`src/rtl/clock_pkg.sv`:
```
// Shared types and constants for the CPU clock-control slice.
// Imported by the top-level clock_control block and by button_debounce.
package clock_pkg;

    localparam int FAST_CLK_HZ      = 12_000_000;
    localparam int DEBOUNCE_DEFAULT = FAST_CLK_HZ / 1000;
    localparam int SYNC_STAGES      = 2;

    typedef enum logic [1:0] {
        IDLE,
        PRESS_WAIT,
        PRESSED,
        RELEASE_WAIT
    } debounce_state_t;

endpackage

```
`src/rtl/button_debounce.sv`:
```
// Synchronizes and debounces a raw pushbutton.
// Emits one tick per qualified press and a level that is high while the press is held.
module button_debounce
    import clock_pkg::*;
#(
    parameter int DEBOUNCE_CYCLES = DEBOUNCE_DEFAULT
) (
    input  logic clk,
    input  logic rst_n,
    input  logic button,
    output logic tick,
    output logic level
);

    localparam int                 CNT_W    = $clog2(DEBOUNCE_CYCLES);
    localparam logic [CNT_W-1:0]   CNT_LAST = CNT_W'(DEBOUNCE_CYCLES - 1);

    logic [SYNC_STAGES-1:0] sync_q;
    logic                   button_s;
    debounce_state_t        state;
    debounce_state_t        state_next;
    logic [CNT_W-1:0]       cnt;
    logic [CNT_W-1:0]       cnt_next;
    logic                   tick_next;

    assign button_s = sync_q[SYNC_STAGES-1];
    assign level    = (state == PRESSED);

    // NOTE: sequential state is assigned with <= so every flop samples pre-edge values.
    always_ff @(posedge clk or negedge rst_n) begin
        if (!rst_n) begin
            sync_q <= '0;
            state  <= IDLE;
            cnt    <= '0;
            tick   <= 1'b0;
        end else begin
            sync_q <= {sync_q[SYNC_STAGES-2:0], button};
            state  <= state_next;
            cnt    <= cnt_next;
            tick   <= tick_next;
        end
    end

    // NOTE: every output of this block gets a default first, so no path infers a latch.
    always_comb begin
        state_next = state;
        cnt_next   = cnt;
        tick_next  = 1'b0;
        case (state)
            IDLE: begin
                if (button_s) begin
                    state_next = PRESS_WAIT;
                    cnt_next   = '0;
                end
            end
            PRESS_WAIT: begin
                if (!button_s) begin
                    state_next = IDLE;
                end else if (cnt == CNT_LAST) begin
                    state_next = PRESSED;
                    tick_next  = 1'b1;
                end else begin
                    cnt_next = cnt + 1'b1;
                end
            end
            PRESSED: begin
                if (!button_s) begin
                    state_next = RELEASE_WAIT;
                    cnt_next   = '0;
                end
            end
            RELEASE_WAIT: begin
                // A bounce back high during release is the same press, not a new one.
                if (button_s) begin
                    state_next = PRESSED;
                end else if (cnt == CNT_LAST) begin
                    state_next = IDLE;
                end else begin
                    cnt_next = cnt + 1'b1;
                end
            end
            default: begin
                state_next = IDLE;
            end
        endcase
    end

endmodule

```
`src/rtl/clock_control.sv`:
```
// CPU clock-enable generator: selects slowClk edges or debounced single-steps,
// applies the sticky HLT gate, and counts delivered CPU clock ticks.
module clock_control
    import clock_pkg::*;
#(
    parameter int DEBOUNCE_CYCLES = DEBOUNCE_DEFAULT,
    parameter int COUNT_W         = 16
) (
    input  logic               fastClk,
    input  logic               rst_n,
    input  logic               slowClk,
    input  logic               stepButton,
    input  logic               manualMode,
    input  logic               halt,
    output logic               cpuClkEn,
    output logic               cpuClk,
    output logic               halted,
    output logic [COUNT_W-1:0] tickCount
);

    logic [SYNC_STAGES:0]   slow_q;
    logic [SYNC_STAGES-1:0] mode_q;
    logic                   slow_s;
    logic                   slow_d;
    logic                   manual_s;
    logic                   auto_tick;
    logic                   step_tick;
    logic                   step_level;
    logic                   tick;
    logic                   tick_gated;
    logic                   halt_set;
    logic                   cpu_clk_next;

    button_debounce #(
        .DEBOUNCE_CYCLES(DEBOUNCE_CYCLES)
    ) u_step (
        .clk   (fastClk),
        .rst_n (rst_n),
        .button(stepButton),
        .tick  (step_tick),
        .level (step_level)
    );

    // The extra stage on slowClk provides the previous synchronized value for edge detect.
    assign slow_s     = slow_q[SYNC_STAGES-1];
    assign slow_d     = slow_q[SYNC_STAGES];
    assign manual_s   = mode_q[SYNC_STAGES-1];
    assign auto_tick  = slow_s & ~slow_d;
    assign tick       = manual_s ? step_tick : auto_tick;
    assign tick_gated = tick & ~halted;
    assign halt_set   = cpuClkEn & halt;

    // Halt forces the level low on the same edge halted sets, so the display never lags.
    always_comb begin
        cpu_clk_next = 1'b0;
        if (halted || halt_set) begin
            cpu_clk_next = 1'b0;
        end else if (manual_s) begin
            cpu_clk_next = tick_gated | (cpuClk & step_level);
        end else begin
            cpu_clk_next = slow_s;
        end
    end

    always_ff @(posedge fastClk or negedge rst_n) begin
        if (!rst_n) begin
            slow_q    <= '0;
            mode_q    <= '0;
            cpuClkEn  <= 1'b0;
            cpuClk    <= 1'b0;
            halted    <= 1'b0;
            tickCount <= '0;
        end else begin
            slow_q    <= {slow_q[SYNC_STAGES-1:0], slowClk};
            mode_q    <= {mode_q[SYNC_STAGES-2:0], manualMode};
            cpuClkEn  <= tick_gated;
            cpuClk    <= cpu_clk_next;
            halted    <= halted | halt_set;
            tickCount <= tickCount + COUNT_W'(cpuClkEn);
        end
    end

endmodule

```
`config.mk`:
```
export PLATFORM = sky130hd
export DESIGN_NAME = clock_control
export DESIGN_NICKNAME = d
export VERILOG_FILES = /design/src/rtl/clock_pkg.sv /design/src/rtl/button_debounce.sv /design/src/rtl/clock_control.sv
export SDC_FILE = /design/constraint.sdc
export NUM_CORES = 1
export LEC_CHECK = 0
export ABC_AREA = 1
export CORE_MARGIN = 2
export CORE_UTILIZATION = 40
export CTS_CLUSTER_DIAMETER = 60
export DETAILED_ROUTE_END_ITERATION = 6
export PLACE_DENSITY = 0.65
export RECOVER_POWER = 25
export SLEW_MARGIN = 5
export SYNTH_ARGS = -nofsm -noshare
export SYNTH_HDL_FRONTEND = slang
export SYNTH_SLANG_ARGS = --single-unit
```
`constraint.sdc`:
```
create_clock -name fastClk -period 2.8 [get_ports fastClk]
set_input_delay 0.7 -clock fastClk [delete_from_list [all_inputs] [get_ports fastClk]]
set_output_delay 0.7 -clock fastClk [all_outputs]
set_load 0.02 [all_outputs]
```
==> Word-level counts from Yosys, hierarchy flattened <==
Index checks and enable logic that the tools add are counted.
{ "totals": {"elab_cells": 53, "reg_bits": 43, "inputBits": 6, "out_inout_bits": 19} }
{ "classes": {"n_reduce_logical": 4, "bitwise": 8, "n_addsub": 2, "n_mux": 19, "eq_ne": 10} }
{ "ops": {"columns": ["operator", "count"], "rows": [
  ["$mux 14", 5],
  ["$pmux 14 s4", 1],
  ["$add 16x1->16", 1],
  ["$add 14x1->14 const B", 1],
  ["$eq 14x14->1 const B", 1],
  ["$mux 2", 6],
  ["$pmux 2 s4", 1],
  ["$reduce_and 4->1", 2],
  ["$mux 1", 6],
  ["$and 1x1->1", 4],
  ["$eq 2x2->1 const B", 2],
  ["$ne 2x1->1 const B", 2],
  ["$ne 2x2->1 const B", 2],
  ["$ne 3x1->1 const B", 1],
  ["$ne 3x3->1 const B", 1],
  ["$eq 2x1->1 const B", 1],
  ["$logic_not 2->1", 1],
  ["$not 1->1", 2],
  ["$or 1x1->1", 2],
  ["$logic_or 1x1->1", 1]
]} }

==> Longest topological paths before layout <==
{ "logic_depth": {"word_depth": 7, "mapped_depth": 10, "ltp_nobuf": 9} }

==> Hierarchy <==
Synthesis repeated with hierarchy kept, for this count alone.
{ "unflattened": {"hier_cells": 236, "area_unflattened_um2": 2067.0} }
{ "modules_own_cells": {"columns": ["mod", "seq_area_each_um2", "n_inst", "cells_per_inst", "area_per_inst_um2"], "rows": [
  ["button_debounce", 475.5, 1, 148, 1074.8],
  ["clock_control", 600.6, 1, 88, 992.2]
]} }

==> Least setup slack after synthesis <==
Ideal clock, no wire load.
{ "synth_path": {"kind": "register to register", "from": "register cpuClkEn", "to": "register tickCount[12]", "path_buffers": 0, "required_ns": 2.720, "path_stages_with_launch": 8, "setup_time_ns": 0.080, "path_slack_ns": 1.226, "t_arrival_ns": 1.494, "synth_period_minus_slack_ns": 1.574, "cell_sequence": "dfrtp_1 > ha_1 > ha_1 > nand2_1 > nor2_1 > nand2_1 > nor3_1 > xor2_1"} }
{ "synth_between": {"elab_chain_len": 1} }
{ "synth_rtl": {"columns": ["item", "line_no", "rtl"], "rows": [
  ["start, declared", "clock_control.sv:15", "output logic cpuClkEn,"],
  ["start signal, assigned", "clock_control.sv:76", "cpuClkEn <= tick_gated;"],
  ["$add 16x1->16", "clock_control.sv:79", "tickCount <= tickCount + COUNT_W'(cpuClkEn);"],
  ["end signal, assigned", "clock_control.sv:79", null],
  ["end, declared", "clock_control.sv:18", "output logic [COUNT_W-1:0] tickCount"]
]} }
Every way passes these cells.
A chain may end at the register's enable or synchronous reset.

==> Worst setup path in the final report <==
{ "layout_path": {"from": "register tickCount[11]", "to": "output tickCount[11]"} }
No word-level cell between the ends.

==> results.md <==
* Pre-Repair DR Iteration Count at 4
* # hold bufs at CTS at 0
* Seq/Total Area, Yosys at 0.535
* Syn avg cell area at approximately 8.7 um^2
* Hold Path Origin: mode_q[0]$_DFF_PN0_
* Met3 Track Usage GR at 0.0442
* CP max stage delay at 0.64 ns
* Avg WL per Cell at 11.4 um
* Post-route DRC at 0
* Failing checks: capacitance limit
* Via count at around 1,600
* Post-DP HPWL at 2720 um
* Max-cap violations at 1
* Worst-case clock skew at between 0.002 and 0.003 ns
* Synth warn at 0
* Worst Path Max Fanout at 5
* Setup ws final at 0.734 ns
* Total power at approximately 1.1 mW
* EDFF count, synth at 0
* CTS buffer count at 5
* Post-synthesis xor/xnor area fraction at 0.0784
* Pwr dens at approximately 450 nW/um^2
* Placed cells at about 320
* Final WL at roughly 3700 um
* Largest family of logic cells by synthesized area: simple AND/OR/NAND/NOR gates
* Worst-Margin Slew at between 1 and 1.5 ns
* Initial drt markers at 49
* Synth area leaders: dfrtp_1 (53%), nand2_1 (11%), xor2_1 (6.1%)
* WP data required at 2.10 ns
* Max Slew Vio Count at 0
* GRT Total Usage at 0.151
* GR Util met2 at 0.227
* Final nets at 270
* CTS clock-pin slew for the worst setup and hold paths at 0.09 ns
* Largest net degree at the start of global routing at 30
* Placer Congestion at ~0.85
* Worst VDD drop at 288 uV
* Count leader, synth: nand2_1
* Root buffer cell: clkbuf_8
* Post-synth top cells: nand2_1 (59), dfrtp_1 (43), nor2_1 (26), inv_1 (23), nand3_1 (19)
* RSZ-0062 raised after global routing: false
* H-tree depth at 2
* # IOs at 25
* CP delay by family, top: buffers and inverters
* Critical path depth at 1
* Flops & latches, synth at 43
* CTS tree: done
* ANT cells at 0
* Number of global-route vias before repair at 1,427
* R2R setup slack at roughly 0.95 ns
* Worst setup EP type: primary output
* Design Area, Final at between 2000 and 2500 um^2
* Post-Layout Cell Count at between 300 and 400
* Die Height at 74.9 um
* Comb power frac at 0.040
* Clk sinks at 43
* Die Area at 5610 um^2
* CP bufs+invs at 1
* Syn nets at between 200 and 250
* Crit path to: tickCount[11]
* Area share of fa/ha/maj cells after synthesis at 0.0187
* Post-synth top area share at 0.535
* Clock Power Share at 0.371
* Hold WC Path Type: flip-flop to flip-flop
* Multiplexer share of the synthesized area at 0
* Critical path type: flip-flop to primary output
* Number of port buffers at 24
* Cell Area, Synth at ~2000 um^2
* Cells after Synth at about 230
* Area growth, synth to finish at 20.1%
* Net switching power at 0.267 mW
* Max_slew headroom at 0.00400
* Worst-Skew Late Latency at around 0.30 ns
* Setup crit start kind: flip-flop
* TNS Setup at 0 ns
* GR peak layer: met2
* Setup bufs post-CTS at 0
* Initial Util at 0.420
* CTS resizes at 0
* Synth Area in Simple Gates at 0.264
* Hold WS at 0.355 ns
* DP Area at about 2300 um^2
* Compound-Gate Fraction of Synth Area at 0.0485
* Final hold vios at 0
* Count of cell types in the netlist at 24
* Tmin final at 2.07 ns
* Row cnt at 25
* Die X at 74.9 um
* R2r worst-path depth at 8
* Share of cells above drive strength 1 at 0.0649
* Post-route core utilization at 0.505
* Crit path cell chain: clkdlybuf4s50_1
* Achievable Freq at 484 MHz
* ANT nets after route at 0
* Global route total overflow at 0
* Slowest CP cell: clkdlybuf4s50_1
* Sw frac at 0.245
* First-pass GRT wire length at about 6400 um
* Static Leak at 1.09 nW
* Reg power frac at 0.589
* Crit path from: tickCount[11]$_DFF_PN0_
* Status: complete, but fails checks
* Via density at approximately 4.7
* Asr flop ratio synth at 1.00
* CTS Buffer Depth at 2
* Fill count at 440
* Post-synth top area cell: dfrtp_1
* Critical register-to-register path endpoint: u_step.cnt[2]$_DFFE_PN0P_
* Core Area at ~4800 um^2
* Crit share post-route at 0.738
* Final setup fails at 0
* Initial antenna violation count at 0
* Dpl ws at between 0.9 and 1 ns
* Internal Power at 0.824 mW
* Top FF cell, synth: dfrtp_1
* M1 GR Usage at 0.207
* Critical Path AT at 1.37 ns
* R2R Path Start: u_step.cnt[0]$_DFFE_PN0P_
## layer usage
| layer | part of all wire | vias to the layer above |
|---|---|---|
| met2 | 0.45 | 24 |
| met5 | 0 | - |
| met3 | 0.035 | 7 |
| li1 | - | 797 |
| met4 | 0.017 | 0 |
| met1 | 0.50 | 723 |
## registers in the layout (all words and copies together) (netlist names), named ones only
signal and count:
cpuClk 1, cpuClkEn 1, halted 1, mode_q 2, slow_q 3, tickCount 16
u_step.cnt 14, u_step.state 1, u_step.sync_q 2, u_step.tick 1
## layout make-up
| class | count | area [um^2] | share of cell area |
|---|---|---|---|
| clock buffers | 5 | 68.8 | 0.0285 |
| clock inverters | 3 | 23.8 | 0.00983 |
| inverters | 24 | 92.6 | 0.0383 |
| multi-input cells | 161 | 823 | 0.341 |
| flip-flops and latches | 43 | 1080 | 0.445 |
| well taps | 67 | 83.8 | 0.0347 |
| repair buffers | 26 | 249 | 0.103 |
## power groups by stage
| stage | sequential (mW) | combinational (mW) | clock (mW) |
|---|---|---|---|
| 3_3_place_gp | 0.654 | 0.0461 | 0 |
| 6_report | 0.642 | 0.0438 | 0.405 |
| 2_1_floorplan | 0.650 | 0.0231 | 0 |
| 5_1_grt | 0.644 | 0.0527 | 0.445 |
| 4_1_cts | 0.642 | 0.0464 | 0.426 |
| 3_5_place_dp | 0.654 | 0.0459 | 0 |
## cell usage in the layout, fill, tap and decap left out, types with 3 or more instances in the layout
cell type        Yosys  routed
o21ai_1              3       3
xnor2_1              4       4
ha_1                 3       3
o21ai_0             10      10
clkbuf_8             0       5
xor2_1              14      14
nor2_1              26      26
dfrtp_1             43      43
clkdlybuf4s50_1      0      20
nand3_1             19      19
nor3_1               3       3
nand2_1             59      59
nand4_1              7       7
dlygate4sd3_1        0       3
inv_1               23      23
## worst min-delay path by stage
stage / cells past startpoint / to / slack, ns
after floorplan: 0 / mode_q[1]$_DFF_PN0_ / 0.33
after global placement: 0 / u_step.sync_q[1]$_DFF_PN0_ / 0.34
after detailed placement: 0 / slow_q[1]$_DFF_PN0_ / 0.34
after CTS: 0 / u_step.sync_q[1]$_DFF_PN0_ / 0.36
after global routing: 0 / u_step.sync_q[1]$_DFF_PN0_ / 0.36
final: 0 / mode_q[1]$_DFF_PN0_ / 0.36
## cells by family (layout without fill, tap and decap cells)
kind of cell / count (synthesis) / after routing
buffers and inverters: 27 / 58
AOI/OAI and AO/OA: 18 / 18
DFF: 43 / 43
adders and majority gates: 3 / 3
and+or+nand+nor: 122 / 122
xor gates and xnor gates: 18 / 18
(Power assumes the default switching activity.)
